**config.mk**
```make
export PLATFORM = sky130hd
export DESIGN_NAME = hazard3_fetch_align_decompress
export DESIGN_NICKNAME = d
export VERILOG_FILES = /design/src/rtl/hazard3_fetch_align_decompress.sv
export SDC_FILE = /design/constraint.sdc
export NUM_CORES = 1
export LEC_CHECK = 0
export CAP_MARGIN = 15
export CORE_ASPECT_RATIO = 0.7
export CORE_UTILIZATION = 40
export DETAILED_ROUTE_END_ITERATION = 10
export PLACE_DENSITY = 0.67
export SLEW_MARGIN = 0
export SYNTH_ARGS = -nofsm -noshare
export SYNTH_HDL_FRONTEND = slang
export SYNTH_SLANG_ARGS = --single-unit
```
**constraint.sdc**
```tcl
create_clock -name clk -period 3.8 [get_ports clk]
set_input_delay 1.14 -clock clk [delete_from_list [all_inputs] [get_ports clk]]
set_output_delay 1.14 -clock clk [all_outputs]
set_load 0.005 [all_outputs]
```
**src/rtl/hazard3_fetch_align_decompress.sv**
```systemverilog
// Fetch realignment and RVC expansion stage.
// Buffers 32-bit fetch words as halfwords, realigns 16/32-bit instructions
// (including word-straddling ones), expands RVC encodings, tracks the PC and
// propagates fetch bus errors to decode on a valid/ready interface.
module hazard3_fetch_align_decompress #(
  parameter bit                EXTENSION_C  = 1'b1,
  parameter int unsigned       DEPTH        = 2,
  parameter int unsigned       W_ADDR       = 32,
  parameter logic [W_ADDR-1:0] RESET_VECTOR = '0
) (
  input  logic              clk,
  input  logic              rst_n,
  input  logic              flush,
  input  logic [W_ADDR-1:0] flush_addr,
  input  logic              in_valid,
  output logic              in_ready,
  input  logic [31:0]       in_data,
  input  logic              in_err,
  output logic              out_valid,
  input  logic              out_ready,
  output logic [31:0]       out_instr,
  output logic              out_is_32bit,
  output logic              out_invalid,
  output logic              out_err,
  output logic [W_ADDR-1:0] out_pc
);

  localparam int unsigned N_HW  = 2 * DEPTH;
  localparam int unsigned PTR_W = $clog2(N_HW);
  localparam int unsigned CNT_W = $clog2(N_HW + 1);
  localparam int unsigned SUM_W = CNT_W + 1;

  // Circular-buffer pointer increment; operands are always below 2*N_HW.
  function automatic logic [PTR_W-1:0] ptr_add(input logic [PTR_W-1:0] ptr,
                                               input logic [CNT_W-1:0] inc);
    logic [SUM_W-1:0] sum;
    sum = SUM_W'(ptr) + SUM_W'(inc);
    if (sum >= SUM_W'(N_HW)) sum = sum - SUM_W'(N_HW);
    return sum[PTR_W-1:0];
  endfunction

  logic [15:0]       hw_data [N_HW];
  logic              hw_err  [N_HW];
  logic [CNT_W-1:0]  count;
  logic [PTR_W-1:0]  head;
  logic [W_ADDR-1:0] pc;
  logic              skip;

  logic [PTR_W-1:0]  head1, tail, tail1;
  logic [15:0]       h0, h1;
  logic              h0_err, h1_err;
  logic              push;
  logic [CNT_W-1:0]  push_n, pop_n, head_len;

  logic [31:0]       rvc_instr;
  logic              rvc_invalid;

  // Decode-side temporaries for the RVC expander
  logic [4:0]        c_rd, c_rs2, c_rdp, c_rs1p;
  logic [11:0]       c_imm6;
  logic [20:1]       c_joff;
  logic [12:1]       c_boff;
  logic [9:0]        c_imm_4spn;
  logic [6:0]        c_imm_lw;
  logic [9:0]        c_imm_16sp;
  logic [7:0]        c_imm_lwsp, c_imm_swsp;

  // Head / tail addressing and FIFO read ports
  always_comb begin
    head1  = ptr_add(head, CNT_W'(1));
    tail   = ptr_add(head, count);
    tail1  = ptr_add(tail, CNT_W'(1));
    h0     = hw_data[head];
    h0_err = hw_err[head];
    h1     = hw_data[head1];
    h1_err = hw_err[head1];
  end

  // Fetch-side handshake; skip drops the lower halfword after a misaligned redirect
  always_comb begin
    in_ready = rst_n && !flush && (count <= CNT_W'(N_HW - 2));
    push     = in_valid && in_ready;
    push_n   = push ? (skip ? CNT_W'(1) : CNT_W'(2)) : CNT_W'(0);
  end

  // RV32C expansion of the head halfword
  always_comb begin
    c_rd        = h0[11:7];
    c_rs2       = h0[6:2];
    c_rdp       = {2'b01, h0[4:2]};
    c_rs1p      = {2'b01, h0[9:7]};
    c_imm6      = {{6{h0[12]}}, h0[12], h0[6:2]};
    c_joff      = {{9{h0[12]}}, h0[12], h0[8], h0[10:9], h0[6], h0[7], h0[2], h0[11], h0[5:3]};
    c_boff      = {{4{h0[12]}}, h0[12], h0[6:5], h0[2], h0[11:10], h0[4:3]};
    c_imm_4spn  = {h0[10:7], h0[12:11], h0[5], h0[6], 2'b00};
    c_imm_lw    = {h0[5], h0[12:10], h0[6], 2'b00};
    c_imm_16sp  = {h0[12], h0[4:3], h0[5], h0[2], h0[6], 4'b0000};
    c_imm_lwsp  = {h0[3:2], h0[12], h0[6:4], 2'b00};
    c_imm_swsp  = {h0[8:7], h0[12:9], 2'b00};
    rvc_instr   = 32'h0;
    rvc_invalid = 1'b0;
    case ({h0[15:13], h0[1:0]})
      5'b000_00: begin // c.addi4spn
        rvc_instr   = {2'b00, c_imm_4spn, 5'd2, 3'b000, c_rdp, 7'b0010011};
        rvc_invalid = (c_imm_4spn == 10'd0);
      end
      5'b010_00: rvc_instr = {5'b0, c_imm_lw, c_rs1p, 3'b010, c_rdp, 7'b0000011};
      5'b110_00: rvc_instr = {5'b0, c_imm_lw[6:5], c_rdp, c_rs1p, 3'b010, c_imm_lw[4:0], 7'b0100011};
      5'b000_01: rvc_instr = {c_imm6, c_rd, 3'b000, c_rd, 7'b0010011};
      5'b001_01: rvc_instr = {c_joff[20], c_joff[10:1], c_joff[11], c_joff[19:12], 5'd1, 7'b1101111};
      5'b010_01: rvc_instr = {c_imm6, 5'd0, 3'b000, c_rd, 7'b0010011};
      5'b011_01: begin
        if (c_rd == 5'd2) begin // c.addi16sp
          rvc_instr   = {{2{h0[12]}}, c_imm_16sp, 5'd2, 3'b000, 5'd2, 7'b0010011};
          rvc_invalid = (c_imm_16sp == 10'd0);
        end else begin // c.lui
          rvc_instr   = {{15{h0[12]}}, h0[6:2], c_rd, 7'b0110111};
          rvc_invalid = ({h0[12], h0[6:2]} == 6'd0);
        end
      end
      5'b100_01: begin
        case (h0[11:10])
          2'b00: begin
            rvc_instr   = {7'b0000000, h0[6:2], c_rs1p, 3'b101, c_rs1p, 7'b0010011};
            rvc_invalid = h0[12];
          end
          2'b01: begin
            rvc_instr   = {7'b0100000, h0[6:2], c_rs1p, 3'b101, c_rs1p, 7'b0010011};
            rvc_invalid = h0[12];
          end
          2'b10: rvc_instr = {c_imm6, c_rs1p, 3'b111, c_rs1p, 7'b0010011};
          default: begin
            rvc_invalid = h0[12];
            case (h0[6:5])
              2'b00:   rvc_instr = {7'b0100000, c_rdp, c_rs1p, 3'b000, c_rs1p, 7'b0110011};
              2'b01:   rvc_instr = {7'b0000000, c_rdp, c_rs1p, 3'b100, c_rs1p, 7'b0110011};
              2'b10:   rvc_instr = {7'b0000000, c_rdp, c_rs1p, 3'b110, c_rs1p, 7'b0110011};
              default: rvc_instr = {7'b0000000, c_rdp, c_rs1p, 3'b111, c_rs1p, 7'b0110011};
            endcase
          end
        endcase
      end
      5'b101_01: rvc_instr = {c_joff[20], c_joff[10:1], c_joff[11], c_joff[19:12], 5'd0, 7'b1101111};
      5'b110_01: rvc_instr = {c_boff[12], c_boff[10:5], 5'd0, c_rs1p, 3'b000, c_boff[4:1], c_boff[11], 7'b1100011};
      5'b111_01: rvc_instr = {c_boff[12], c_boff[10:5], 5'd0, c_rs1p, 3'b001, c_boff[4:1], c_boff[11], 7'b1100011};
      5'b000_10: begin
        rvc_instr   = {7'b0000000, h0[6:2], c_rd, 3'b001, c_rd, 7'b0010011};
        rvc_invalid = h0[12];
      end
      5'b010_10: begin
        rvc_instr   = {4'b0, c_imm_lwsp, 5'd2, 3'b010, c_rd, 7'b0000011};
        rvc_invalid = (c_rd == 5'd0);
      end
      5'b100_10: begin
        if (!h0[12]) begin
          if (c_rs2 == 5'd0) begin // c.jr
            rvc_instr   = {12'b0, c_rd, 3'b000, 5'd0, 7'b1100111};
            rvc_invalid = (c_rd == 5'd0);
          end else begin // c.mv
            rvc_instr = {7'b0, c_rs2, 5'd0, 3'b000, c_rd, 7'b0110011};
          end
        end else if (c_rs2 == 5'd0) begin
          if (c_rd == 5'd0) rvc_instr = 32'h00100073; // c.ebreak
          else              rvc_instr = {12'b0, c_rd, 3'b000, 5'd1, 7'b1100111};
        end else begin // c.add
          rvc_instr = {7'b0, c_rs2, c_rd, 3'b000, c_rd, 7'b0110011};
        end
      end
      5'b110_10: rvc_instr = {4'b0, c_imm_swsp[7:5], c_rs2, 5'd2, 3'b010, c_imm_swsp[4:0], 7'b0100011};
      default:   rvc_invalid = 1'b1;
    endcase
    if (!EXTENSION_C) rvc_invalid = 1'b1;
    if (rvc_invalid)  rvc_instr   = 32'h0;
  end

  // Head evaluation: instruction length, presentation and pop size
  always_comb begin
    out_valid    = 1'b0;
    out_instr    = 32'h0;
    out_is_32bit = 1'b0;
    out_invalid  = 1'b0;
    out_err      = 1'b0;
    head_len     = CNT_W'(1);
    if (h0_err) begin
      out_valid = (count != '0);
      out_err   = 1'b1;
    end else if (h0[1:0] != 2'b11) begin
      out_valid   = (count != '0);
      out_instr   = rvc_instr;
      out_invalid = rvc_invalid;
    end else begin
      out_valid    = (count >= CNT_W'(2));
      out_instr    = {h1, h0};
      out_is_32bit = 1'b1;
      out_err      = h1_err;
      head_len     = CNT_W'(2);
    end
    if (flush) out_valid = 1'b0;
    pop_n = (out_valid && out_ready) ? head_len : CNT_W'(0);
  end

  assign out_pc = pc;

  // Halfword storage; lower halfword lands first unless skipped
  always_ff @(posedge clk) begin
    if (push) begin
      if (skip) begin
        hw_data[tail] <= in_data[31:16];
        hw_err[tail]  <= in_err;
      end else begin
        hw_data[tail]  <= in_data[15:0];
        hw_err[tail]   <= in_err;
        hw_data[tail1] <= in_data[31:16];
        hw_err[tail1]  <= in_err;
      end
    end
  end

  // Occupancy, head pointer, PC and skip tracking; flush overrides push/pop
  always_ff @(posedge clk) begin
    if (!rst_n) begin
      count <= '0;
      head  <= '0;
      pc    <= RESET_VECTOR & ~W_ADDR'(1);
      skip  <= 1'b0;
    end else if (flush) begin
      count <= '0;
      pc    <= flush_addr & ~W_ADDR'(1);
      skip  <= flush_addr[1];
    end else begin
      count <= count + push_n - pop_n;
      head  <= ptr_add(head, pop_n);
      if (push) skip <= 1'b0;
      if (pop_n != '0) pc <= pc + (out_is_32bit ? W_ADDR'(4) : W_ADDR'(2));
    end
  end

endmodule
```
After elaboration in Yosys (flattened, before gate mapping)
Memories as Yosys holds them, arrays and structs flattened. A register that Yosys moved wholly into a read port is not among the register bits. Index checks and enable logic that the tools add are counted. Widths: inputs -> output; s select.

Bits in registers: 38. Memory bits (writable): 68. Bits of input ports: 70. Output and inout bits: 69. Word-level logic and storage cells: 117. Memories kept: 2.

Memories: hw_data (depth 4, bits a word 16, read ports 2, clocked after memory_dff 1, write ports 2, line 42) `logic [15:0] hw_data [N_HW];`; hw_err (depth 4, bits a word 1, read ports 2, clocked after memory_dff 1, write ports 2, line 43) `logic hw_err [N_HW];`.

Add/subtract/negate cells: 11. Order comparisons: 6. Equal/unequal tests: 20. Mux-type cells: 51. Bitwise operators: 3. Reduce and logical (&&, ||, !) cells: 19.

Operators with widths (number): $pmux 32 s15 (1); $mux 32 (7); $pmux 32 s3 (1); $pmux 31 s3 (1); $eq 5x5->1 const B (7); $add 32x3->32 (1); $mux 29 (1); $mux 25 (1); $mux 2 (12); $mux 1 (22); $mux 21 (1); $eq 5x4->1 const B (4); $mux 16 (1); $logic_not 5->1 (3); $logic_not 6->1 (2); $eq 5x2->1 const B (2); $reduce_or 9->1 (1); $add 2x3->4 (2); $ge 4x3->1 const B (2); $logic_not 8->1 (1); $sub 2x1->2 const B (4); $pmux 1 s7 (1); $add 2x1->3 const B (2); $ge 3x3->1 const B (2); other kinds (18) (28).

Longest topological paths before layout
Depth after elaboration: 11. Gate-level depth with buffers: 17. Mapped depth without buffers: 13.

Worst setup path before layout
OpenSTA, ideal clock, no wires.

Path kind: input port to flip-flop. Start: input rst_n. End: memory hw_data[3][0] (enable). Library setup time: 0.412 ns. Arrival time: 3.281 ns. Data required time: 3.388 ns. Setup slack: 0.107 ns. Stages: 5. Buffers on the path: 1. Cells stage by stage: buf_2 > nand2b_1 > a211oi_1 > nand2_1 > nor3_1.

RTL lines: start, declared (line 12) `input logic rst_n,`; end, declared (line 42).

==> out/metrics.yaml <==
outcome: "finished, violations left"
violations: "DRC, setup timing"
worstSetupEndpointType: "output pin"
cts_hold_buf: 0
fin_skew_ns: 0.01316
start_util_pct: 41.27
viasPerCell: 5.875
maxSlewViolCount: 0
grtUsageTotal_pct: 26.62
rows: 41
synth_nets: 803
ys_seq_elements: 107
antenna_found_initial: 0
dr.max_layer_used: "met4"
slew_headroom_pct: 54.52
post_drt_wl_per_cell_um: 21.35
cp.required_ns: 2.66
r2r_slack_ns: 0.20
seq_area_frac_synth_pct: 37.66
critPathMaxFanout: 6
hpwl_um: 18720
pwr_density_cell_nw_per_um2: 266.5
diodes: 0
met3_length_um: 2111
post-route-min-period_ns: 4.347
syn_area_per_cell_um2: 10.35
period_share_pct: 114.4
grt-ovfl-total: 0
max_freq_ghz: 0.2300
cts_tree: "yes"
mostFrequentLayoutCells: "buf_4 (151), clkdlybuf4s50_1 (101), edfxtp_1 (68)"
drtIter0Drc: 822
crit_arrival_ns: 3.21
yosysWarnings: 0
hp-class: "register to register"
cts_made_buffers: 9
synth-main-ff-cell: "edfxtp_1"
drtAntennaViolNets: 0
cts_root_buf: "clkbuf_16"
vdd_ir_drop_max_mv: 0.1955
finalSetupViolations: 33
p_leak_nw: 4.151
num_vias: 7373
drt_wl_total_um: 26790
rr_worst_depth: 13
htreeDepth: 3
layout_setup_ws_ns: -0.5470
rsz0062_at_grt: "yes"
insertion_delay_ns: 0.36
endpoint: "out_instr[16]"
first_pass_iters: 8
die_h_um: 116.5
path_class: "register to output pin"
cp-start-kind: "register"
layout-drive-gt1-share_pct: 44.06
path_clk_slew_ns: 0.07
power.total_mw: 3.049
clockBufferDepth: 2
grt_pass1_wl_um: 39370
area_growth_pct: 52.65
wl_met1_um: 12370
coreArea_um2: 18160
tightest_slew_ns: 0.6759
cts_sinks: 107
synth_area_um2: 7495
final_nets: 1093
numPortBuffers: 136
gp_congestion: 1.011
grt_max_degree: 60
synth-edff-count: 68
die_w_um: 165.6
rr_endpoint: "out_pc[27]"
drv_cap: 0
synth_cells: 724
synth_cell_types: 83
io_pins: 139
holdWs_ns: 0.5115
finalHoldViolations: 0
met2WireLength_um: 11720
final_common_cell: "buf_4"
async_flop_share_pct: 0
drcViolationCount: 12
grt_pass1_vias: 6817
die_area_um2: 19300
## layer usage
| layer | track usage, % | up-vias |
|---|---|---|
| li1 | - | 3389 |
| met1 | 39.26 | 3570 |
| met2 | 39.24 | 359 |
| met3 | 5.659 | 55 |
| met4 | 7.539 | 0 |
| met5 | 0 | - |
## state kept, by name (all words and copies together) (netlist names), named ones only
name / flops
out_pc: 31
hw_err: 4
head: 2
hw_data: 64
count: 3
skip: 1
## cell families after synthesis
group | Yosys count | share of synthesized area (%)
flip-flops | 107 | 37.66
AND/OR/NAND/NOR | 206 | 15.61
AO/OA/AOI/OAI | 198 | 16.79
adder cells (fa/ha/maj) | 9 | 1.803
buffers and inverters | 76 | 4.791
XOR/XNOR | 25 | 2.922
other | 1 | 0.05004
multiplexers | 102 | 20.37
## worst max-delay path: stages (launching register included)
cell      delay [ns]
dfxtp_2         0.34
buf_12          0.13
buf_8           0.11
mux4_2          0.54
or3_4           0.44
or4b_4          0.52
buf_6           0.15
o221ai_4        0.10
o21ai_2         0.11
a211oi_2        0.25
buf_2           0.16
## what timing repair did
action	4_1_cts	5_1_grt
setup endpoints to repair	36	42
buffers inserted	19	32
hold endpoints to repair	0	0
gates cloned	1	1
pin swaps	18	47
gates resized for setup	194	107
## cell usage after synthesis (3+ instances only)
| cell | count | area, um^2 |
|---|---|---|
| or4_1 | 11 | 82.58 |
| ha_1 | 6 | 75.07 |
| a2bb2oi_1 | 3 | 26.28 |
| xnor2_1 | 16 | 140.1 |
| nor4_1 | 7 | 43.79 |
| nand2b_1 | 7 | 43.79 |
| dfxtp_1 | 39 | 780.8 |
| a211oi_1 | 13 | 97.59 |
| and2_1 | 5 | 31.28 |
| or3_1 | 4 | 25.02 |
| a211oi_2 | 4 | 50.05 |
| o22ai_1 | 7 | 43.79 |
| a21oi_1 | 49 | 245.2 |
| edfxtp_1 | 68 | 2042 |
| o21ai_0 | 65 | 325.3 |
| fa_1 | 3 | 60.06 |
| nand3_1 | 17 | 85.08 |
| mux4_2 | 34 | 765.7 |
| buf_1 | 7 | 26.28 |
| nand3b_1 | 4 | 30.03 |
| clkbuf_1 | 30 | 112.6 |
| buf_2 | 9 | 45.04 |
| and3_1 | 6 | 37.54 |
| nor2_1 | 40 | 150.1 |
| a31oi_1 | 13 | 81.33 |
| inv_1 | 19 | 71.32 |
| mux2_2 | 64 | 720.7 |
| nor2b_1 | 6 | 37.54 |
| nor3_1 | 23 | 115.1 |
| buf_6 | 6 | 67.56 |
| xor2_1 | 9 | 78.83 |
| nand4_1 | 11 | 68.82 |
| o31ai_1 | 10 | 75.07 |
| a32oi_1 | 3 | 26.28 |
| mux2i_1 | 4 | 40.04 |
| nand2_1 | 39 | 146.4 |
## per-stage QoR
| step | area (um^2) | setup WS, ns | util (%) | TNS (ns) | cells |
|---|---|---|---|---|---|
| global placement | 10100 | -0.5932 | 55.64 | -16.54 | 1194 |
| finish | 11440 | -0.5470 | 63.00 | -13.46 | 1255 |
| detailed placement | 10100 | -0.5908 | 55.64 | -15.70 | 1194 |
| floorplan | 7495 | 0.1069 | - | 0 | 724 |
| global route | 11440 | -0.6272 | 63.00 | -16.06 | 1255 |
| CTS | 10920 | -0.6003 | 60.15 | -13.75 | 1229 |
## power breakdown
group / switching [mW] / leakage [nW] / internal, mW / total [mW]
Clock: 0.484 / 0.144 / 0.467 / 0.952
Sequential: 0.0394 / 0.941 / 1.28 / 1.32
Combinational: 0.367 / 3.07 / 0.410 / 0.777
Total: 0.891 / 4.15 / 2.16 / 3.05
## worst min path at each step
stage,from,end,cells past startpoint
floorplan,out_pc[31],out_pc[31],2
detailed placement,out_pc[31],out_pc[31],2
finish,out_pc[31],out_pc[31],2
global route,out_pc[31],out_pc[31],2
CTS,out_pc[31],out_pc[31],2
global placement,out_pc[31],out_pc[31],2
## final cells by class
type / instances / area, um^2
timing repair buffer: 333 / 2977
tap: 236 / 295.3
inverter: 22 / 85.08
clock inverter: 7 / 80.08
multi-input combinational: 541 / 4951
fill: 1436 / 6719
clock buffer: 9 / 225.2
sequential: 107 / 2828
Note: power is estimated with default switching activity, not from simulation.
